--- src/rtl/l298n_pwm_multi.sv ---
// N-channel L298N H-bridge PWM controller on an Avalon-MM slave: shared period
// counter, per-channel duty ramp, brake and dead-time interlock on polarity change.
module l298n_pwm_multi #(
  parameter int NUM_CH   = 2,
  parameter int CNT_W    = 16,
  parameter int DEADTIME = 50
) (
  input  logic              clk,
  input  logic              reset_n,
  input  logic [7:0]        avs_address,
  input  logic              avs_write,
  input  logic [31:0]       avs_writedata,
  input  logic              avs_read,
  output logic [31:0]       avs_readdata,
  output logic [NUM_CH-1:0] pwm_en,
  output logic [NUM_CH-1:0] pwm_in_a,
  output logic [NUM_CH-1:0] pwm_in_b
);

  // The load cycle itself counts as the first coast cycle, so the counter holds DEADTIME-1.
  localparam int DT_W = (DEADTIME >= 2) ? $clog2(DEADTIME) : 1;
  localparam logic [DT_W-1:0] DT_LOAD = DT_W'(DEADTIME - 1);

  typedef enum logic [1:0] {KEY_NONE, KEY_FWD, KEY_REV, KEY_BRAKE} key_t;

  logic [1:0]                   rst_sync;
  logic                         rst_n;
  logic [CNT_W-1:0]             period, per_act, cnt;
  logic [NUM_CH-1:0][2:0]       ctrl;
  logic [NUM_CH-1:0][CNT_W-1:0] duty, ramp, cur_duty;
  logic [NUM_CH-1:0][DT_W-1:0]  dt_cnt;
  key_t                         req_key  [NUM_CH];
  key_t                         prev_key [NUM_CH];
  logic [NUM_CH-1:0]            dt_load, dead, pwm;
  logic                         wrap;
  logic [31:0]                  rd_mux;
  logic                         wr_unused;

  assign wr_unused = ^avs_writedata;

  function automatic logic [CNT_W-1:0] ramp_step(input logic [CNT_W-1:0] cur,
                                                 input logic [CNT_W-1:0] tgt,
                                                 input logic [CNT_W-1:0] step);
    logic [CNT_W-1:0] diff;
    if (step == '0) return tgt;
    if (tgt >= cur) begin
      diff = tgt - cur;
      return (step < diff) ? cur + step : tgt;
    end
    diff = cur - tgt;
    return (step < diff) ? cur - step : tgt;
  endfunction

  // Asynchronous assertion, synchronised release
  always_ff @(posedge clk or negedge reset_n) begin
    if (!reset_n) rst_sync <= '0;
    else          rst_sync <= {rst_sync[0], 1'b1};
  end
  assign rst_n = rst_sync[1];

  always_ff @(posedge clk or negedge rst_n) begin
    if (!rst_n) begin
      period <= '0;
      ctrl   <= '0;
      duty   <= '0;
      ramp   <= '0;
    end else if (avs_write) begin
      if (avs_address == 8'h00) period <= avs_writedata[CNT_W-1:0];
      for (int c = 0; c < NUM_CH; c++) begin
        if (avs_address == 8'(4*c + 4)) ctrl[c] <= avs_writedata[2:0];
        if (avs_address == 8'(4*c + 5)) duty[c] <= avs_writedata[CNT_W-1:0];
        if (avs_address == 8'(4*c + 6)) ramp[c] <= avs_writedata[CNT_W-1:0];
      end
    end
  end

  assign wrap = (per_act != '0) && (cnt == per_act - CNT_W'(1));

  // Shared frame counter; a zero active period parks it and keeps polling PERIOD
  always_ff @(posedge clk or negedge rst_n) begin
    if (!rst_n) begin
      per_act <= '0;
      cnt     <= '0;
    end else if (per_act == '0) begin
      per_act <= period;
      cnt     <= '0;
    end else if (wrap) begin
      per_act <= period;
      cnt     <= '0;
    end else begin
      cnt <= cnt + CNT_W'(1);
    end
  end

  always_comb begin
    for (int c = 0; c < NUM_CH; c++) begin
      if (!ctrl[c][0])     req_key[c] = KEY_NONE;
      else if (ctrl[c][2]) req_key[c] = KEY_BRAKE;
      else if (ctrl[c][1]) req_key[c] = KEY_REV;
      else                 req_key[c] = KEY_FWD;
      dt_load[c] = (req_key[c] != prev_key[c]) && (req_key[c] != KEY_NONE)
                   && (prev_key[c] != KEY_NONE);
      dead[c]    = ctrl[c][0] && (dt_load[c] || (dt_cnt[c] != '0));
      pwm[c]     = (per_act != '0) && (cur_duty[c] > cnt);
    end
  end

  always_ff @(posedge clk or negedge rst_n) begin
    if (!rst_n) begin
      cur_duty <= '0;
      dt_cnt   <= '0;
      for (int c = 0; c < NUM_CH; c++) prev_key[c] <= KEY_NONE;
    end else begin
      for (int c = 0; c < NUM_CH; c++) begin
        prev_key[c] <= req_key[c];
        if (!ctrl[c][0]) begin
          cur_duty[c] <= '0;
          dt_cnt[c]   <= '0;
        end else begin
          if (wrap) cur_duty[c] <= ramp_step(cur_duty[c], duty[c], ramp[c]);
          if (dt_load[c])            dt_cnt[c] <= DT_LOAD;
          else if (dt_cnt[c] != '0) dt_cnt[c] <= dt_cnt[c] - DT_W'(1);
        end
      end
    end
  end

  // Registered bridge pins: disabled > dead > brake > run
  always_ff @(posedge clk or negedge rst_n) begin
    if (!rst_n) begin
      pwm_en   <= '0;
      pwm_in_a <= '0;
      pwm_in_b <= '0;
    end else begin
      for (int c = 0; c < NUM_CH; c++) begin
        if (!ctrl[c][0] || dead[c]) begin
          pwm_en[c]   <= 1'b0;
          pwm_in_a[c] <= 1'b0;
          pwm_in_b[c] <= 1'b0;
        end else if (ctrl[c][2]) begin
          pwm_en[c]   <= 1'b1;
          pwm_in_a[c] <= 1'b1;
          pwm_in_b[c] <= 1'b1;
        end else begin
          pwm_en[c]   <= pwm[c];
          pwm_in_a[c] <= ~ctrl[c][1];
          pwm_in_b[c] <= ctrl[c][1];
        end
      end
    end
  end

  always_comb begin
    rd_mux = '0;
    if (avs_address == 8'h00) rd_mux[CNT_W-1:0]  = period;
    if (avs_address == 8'h01) rd_mux[NUM_CH-1:0] = dead;
    for (int c = 0; c < NUM_CH; c++) begin
      if (avs_address == 8'(4*c + 4)) rd_mux[2:0]       = ctrl[c];
      if (avs_address == 8'(4*c + 5)) rd_mux[CNT_W-1:0] = duty[c];
      if (avs_address == 8'(4*c + 6)) rd_mux[CNT_W-1:0] = ramp[c];
      if (avs_address == 8'(4*c + 7)) rd_mux[CNT_W-1:0] = cur_duty[c];
    end
  end

  always_ff @(posedge clk or negedge rst_n) begin
    if (!rst_n) avs_readdata <= '0;
    else        avs_readdata <= avs_read ? rd_mux : '0;
  end

endmodule
--- config.mk ---
export PLATFORM = sky130hd
export DESIGN_NAME = l298n_pwm_multi
export DESIGN_NICKNAME = d
export VERILOG_FILES = /design/src/rtl/l298n_pwm_multi.sv
export SDC_FILE = /design/constraint.sdc
export NUM_CORES = 1
export LEC_CHECK = 0
export ABC_AREA = 1
export ABC_CLOCK_PERIOD_IN_PS = 7800
export BUFFER_PORTS_ARGS = -buffer_cell sky130_fd_sc_hd__clkbuf_2
export CAP_MARGIN = 20
export CORE_ASPECT_RATIO = 0.75
export CORE_MARGIN = 3
export CORE_UTILIZATION = 35
export CTS_BUF_LIST = sky130_fd_sc_hd__clkbuf_4
export DETAILED_ROUTE_END_ITERATION = 16
export PLACE_DENSITY = 0.6
export SETUP_SLACK_MARGIN = 0.05
export SLEW_MARGIN = 20
export SYNTH_ARGS = -nofsm -noshare
export SYNTH_HDL_FRONTEND = slang
export SYNTH_SLANG_ARGS = --single-unit
export TNS_END_PERCENT = 20
--- constraint.sdc ---
create_clock -name clk -period 7.8 [get_ports clk]
set_input_delay 0.39 -clock clk [delete_from_list [all_inputs] [get_ports clk]]
set_output_delay 0.39 -clock clk [all_outputs]
set_load 0.005 [all_outputs]
-- Yosys cells after proc, flatten, opt, wreduce, memory -nomap -nowiden
Cells that the tools add are included.
- flip-flop bits (word level): 190
- input bits: 44
- add/sub/neg operators: 12
- order comparisons: 8
- equality and inequality tests: 16
- multiplexer cells: 69
- bitwise operators: 2
- reductions and logical operators: 34
- operators with widths (operator ; count):
    16-bit 2-to-1 mux ; 28
    16-bit subtractor ; 6
    16-bit < comparator ; 4
    16-bit logical NOT ; 3
    6-bit 2-to-1 mux ; 6
    16-bit adder ; 2
    8-bit by 3-bit equality test with 1-bit output, second input constant ; 4
    8-bit by 4-bit equality test with 1-bit output, second input constant ; 4
    16-bit >= comparator ; 2
    16-bit > comparator ; 2
    1-bit 2-to-1 mux ; 26
    16-bit by 1-bit adder with 16-bit output, second input constant ; 1
    16-bit equality test ; 1
    16-bit nonzero test ; 1
    16-bit by 1-bit subtractor with 16-bit output, second input constant ; 1
    2-bit 2-to-1 mux ; 7
    2-bit AND reduction ; 7
    6-bit nonzero test ; 2
    6-bit by 1-bit subtractor with 6-bit output, second input constant ; 2
    2-bit nonzero test ; 5
    1-bit logical AND ; 9
    8-bit by 1-bit equality test with 1-bit output, second input constant ; 1
    8-bit logical NOT ; 1
    3-bit 2-to-1 mux ; 2
    6 further kinds ; 14

-- Longest topological paths before layout
- word-level depth: 18
- mapped depth: 24
- gate-level depth less buffers: 23

-- Worst setup path before layout
OpenSTA, ideal clock, no wires.
- path kind: reg-to-reg
- from: register duty[3] (netlist bit)
- to: register cur_duty[4] (netlist bit)
- library setup time: 0.117 ns
- data arrival time: 3.438 ns
- data required time: 7.683 ns
- path slack: 4.244 ns
- stages on the path, launching flop included: 23
- path buffers: 3
- cells stage by stage: dfrtp_1 inv_1 ha_1 clkbuf_1 nand2_1 nor2_1 inv_1 o21ai_0 inv_1 o31ai_1 xor2_1 ha_1 nand4_1 nor3_1 nand2_1 nand2_1 clkbuf_1 clkbuf_1 nand2_1 o211ai_1 nand3_1 nand3_1 nand2_1
- cells in the longest elaborated chain, start to end: 9
- RTL lines (item ; line ; source):
    start: declaration ; 30 ; logic [NUM_CH-1:0][CNT_W-1:0] duty, ramp, cur_duty;
    start signal: indexed assignment ; 71 ; if (avs_address == 8'(4*c + 5)) duty[c] <= avs_writedata[CNT_W-1:0];
    branches (longest 5 deep; another with 16-bit subtractor) ; - ;
    16-bit 2-to-1 mux (*) ; 50 ; diff = cur - tgt;
    16-bit 2-to-1 mux (*) ; 46 ; if (tgt >= cur) begin
    16-bit 2-to-1 mux (*) ; 120 ; if (wrap) cur_duty[c] <= ramp_step(cur_duty[c], duty[c], ramp[c]);
    16-bit 2-to-1 mux (*) ; 116 ; if (!ctrl[c][0]) begin
    end signal: indexed assignment ; 120 ;
    end: declaration ; 30 ;
Every way passes the cells marked *. The select of a mux whose other input is x is not followed.
A chain may end at the register's enable or synchronous reset.

-- Worst setup path in the final report
- from: register duty[3] (netlist bit)
- to: register cur_duty[11] (netlist bit)
The elaborated chain is that of the path after synthesis.

==> metrics.txt <==
Slew Viols, Final=0; hold crit path type=in -> reg; Critical Path Sink Type=flop; Ys Warns=0; Post-synth ARST share=100%; CP max FO=20; total of max-cap violations=0; Die Wd=between 200 and 300 um; syn avg cell area=around 6.7 um2; Setup Buffers After CTS=0; Peak VDD IR=around 0.11 mV; GRT Overall Usage=22.4%; final setup violation count=0; vias in the first global route=16800; post-cts resize count=0; Worst slew margin=29.0%; clock share of power=22.2%; reg2reg start=duty[3]$_DFFE_PN0P_; row count=73; actual slew at the worst max-slew pin=1060 ps; Final Hold Viols=0; Post-DP Area=19800 um2; DRT met1 WL=~33000 um; area share of the largest cell type after synthesis=25.1%; CP Data Required Time=roughly 8400 ps; core area=53200 um2; Pre-antenna DRT Iters=9; Mapped Cells=roughly 2800; Final Wtd Congestion=0.965; PortBufs=49; antenna violations before repair=0; post-route cell area=between 20000 and 25000 um2; largest cells by area after synthesis=dfrtp_1 (25%), nand2_1 (15%), ha_1 (14%), inv_1 (8.0%), nand3_1 (6.9%); Seq cells post-synth=190; global route total overflow=0; sequential fraction of the synthesis area=25.1%; leakage power=10.9 nW; die footprint=between 50000 and 60000 um2; WL met3=about 7000 um; Post-DP HPWL=52200 um; Initial DRC Count=2062; H-tree level count=4; reg-to-reg slack, setup=2650 ps; Peak Freq=~190 MHz; # diodes=0; CTS clock-pin slew for the worst setup and hold paths=210 ps; worst reg2reg endpoint=cur_duty[11]$_DFFE_PN0P_; crit path kind=reg -> reg; synth unique cells=46; share of cells above drive strength 1=4.13%; Die Y=208 um; Vias/cell=approximately 5.3; status=finished, final reports clean; DRT Wirelength=64600 um; area growth from synthesis to layout=6.40%; DR WL met2=24100 um; sw frac=45.4%; sequential share of power=37.2%; pwr/cell area=141 nW/um2; Post-synth EDFFs=0; Psw=1.29 mW; crit path time final=5150 ps; Tcrit/Tclk final=66.1%; Final Skew=55.0 ps; DRC violations left=0; crit path from=duty[3]$_DFFE_PN0P_; RSZ-0062 raised after global routing=no; Top-Level Pins=82; Worst setup SP type=flop; area leader, netlist=dfrtp_1; Clk Latency, worst-skew pair=700 ps; pin count of the biggest net entering global routing=130; hold_sp=avs_writedata[5]; CTS tree=yes; DR top layer=met4; combinational share of power=40.5%; hold-fix buffer count after cts=3; arrival time at the worst endpoint=5740 ps; Initial Utilization=about 36%; Clock Path Buffers=2; Post-Synthesis Cell Area=~19000 um2; final net count=3111; first-pass GRT wire length=99500 um; P_int=1.55 mW; Routed wire per std cell=18.1 um; crit path to=cur_duty[11]$_DFFE_PN0P_; Vias=~19000; setup TNS=0 ps; Worst Reg2Reg Path Length in Cells=19; Post-synth top flop=dfrtp_1; Clock Sinks=190; Final ANT Viol Nets=0; Fillers=between 5000 and 6000; Num CTS Buffers=17; Root Driver=clkbuf_4; Hold Crit Depth=3
[stage by stage]
step | worst slack, ps | hold slack (ps) | util [%] | std cells | total power, mW
after floorplan | 2110 | 94.4 | - | 2862 | 1.88
after global placement | 2950 | 181 | 37.2 | 3530 | 2.18
after detailed placement | 2890 | 180 | 37.2 | 3530 | 2.19
after CTS | 2850 | 6.06 | 37.9 | 3565 | 2.82
after global routing | 2160 | 39.5 | 37.9 | 3566 | 3.04
final | 2650 | 72.8 | 37.9 | 3566 | 2.84
[synthesized netlist by cell type, types with 3 or more instances]
| cell | instances |
|---|---|
| buf_1 | 4 |
| nand2_1 | 740 |
| xor2_1 | 76 |
| nor4_1 | 6 |
| nor2_4 | 3 |
| clkbuf_1 | 75 |
| dfrtp_1 | 190 |
| nor2_1 | 188 |
| a31oi_1 | 7 |
| o2111ai_1 | 17 |
| nand3_1 | 263 |
| or2_2 | 9 |
| o21a_1 | 13 |
| buf_2 | 10 |
| o211ai_1 | 43 |
| a211oi_1 | 4 |
| o311ai_0 | 3 |
| nor3_1 | 25 |
| inv_1 | 405 |
| nand4_1 | 55 |
| a21o_1 | 12 |
| ha_1 | 218 |
| a21oi_1 | 200 |
| o22ai_1 | 4 |
| o221ai_1 | 4 |
| a21boi_0 | 6 |
| nand3b_1 | 8 |
| fa_1 | 8 |
| buf_4 | 16 |
| and2_1 | 3 |
| o21bai_1 | 13 |
| xnor2_1 | 23 |
| o21ai_0 | 177 |
[flip-flops by register name (all words and copies together) (netlist names)]
register      cells
avs_readdata     16
cnt              16
ctrl              6
cur_duty         32
dt_cnt           12
duty             32
per_act          16
period           16
prev_key          4
pwm_en            2
pwm_in_a          2
pwm_in_b          2
ramp             32
rst_sync          2
[cells by family (layout without fill, tap and decap cells)]
kind of cell,Yosys count,count (layout),share of synthesized area [%]
adder cells (fa/ha/maj),226,226,15.2
AO/OA/AOI/OAI,508,508,15.2
XOR/XNOR,99,99,4.57
other,2,17,0.0396
flip-flops,190,190,25.1
buffers and inverters,515,507,10.7
AND/OR/NAND/NOR,1307,1307,29.2
[worst min path at each step]
stage,endpoint
finish,duty[21]$_DFFE_PN0P_
global route,duty[21]$_DFFE_PN0P_
CTS,duty[4]$_DFFE_PN0P_
detailed placement,rst_sync[1]$_DFF_PN0_
global placement,rst_sync[1]$_DFF_PN0_
floorplan,rst_sync[0]$_DFF_PN0_
[critical path: stages, from the launching register on]
cell and delay (ps):
dfrtp_1 520, inv_1 100, ha_1 450, nand2_1 170
nor2_1 130, inv_1 50, o21ai_0 750, a211oi_1 190
xor2_1 200, ha_1 300, a21oi_1 140, o21ai_0 120
a21oi_1 310, nand2_1 530, inv_1 610, nand3_1 180
nand3_1 110, nand3_1 80, nand3_1 80, nand2_1 50
[routing by layer]
metal | global-route usage, % | up-vias
met5 | 0 | -
met3 | 6.70 | 40
met2 | 29.0 | 777
met4 | 2.38 | 0
met1 | 36.4 | 8648
li1 | - | 9312
[power groups by stage]
stage	clock (mW)	combinational (mW)	sequential, mW
2_1_floorplan	0	0.819	1.06
3_3_place_gp	0	1.11	1.07
3_5_place_dp	0	1.11	1.07
4_1_cts	0.650	1.12	1.06
5_1_grt	0.687	1.29	1.06
6_report	0.631	1.15	1.06
[layout by cell type (no fill, tap or decap), types with 3 or more instances in the layout]
master         count
inv_12             3
nand3_1          263
inv_8              4
nand2_1          740
or2_2              9
o221ai_1           4
nand4_1           55
a211oi_1           4
dfrtp_1          189
xor2_1            76
and2_1             3
nor4_1             6
o311ai_0           3
ha_1             218
o211ai_1          43
dlygate4sd3_1      3
nor3_1            25
o21ai_0          177
a31oi_1            7
clkbuf_4          17
xnor2_1           23
nor2_1           188
a21boi_0           6
clkinv_8           6
fa_1               8
o21bai_1          13
nand3b_1           8
o2111ai_1         17
clkbuf_2          49
o22ai_1            4
conb_1            17
inv_1            405
a21o_1            12
nor2_4             3
a21oi_1          200
buf_4             13
o21a_1            13
[cell type report]
type | count | area [um2] | share of cell area, %
Tap cell | 712 | 891 | 4.41
Clock buffer | 17 | 128 | 0.632
Multi-Input combinational cell | 2157 | 12200 | 60.7
Sequential cell | 190 | 4760 | 23.6
Clock inverter | 15 | 205 | 1.02
Inverter | 408 | 1530 | 7.59
Timing Repair Buffer | 67 | 420 | 2.08
Note: power is estimated with default switching activity, not from simulation.
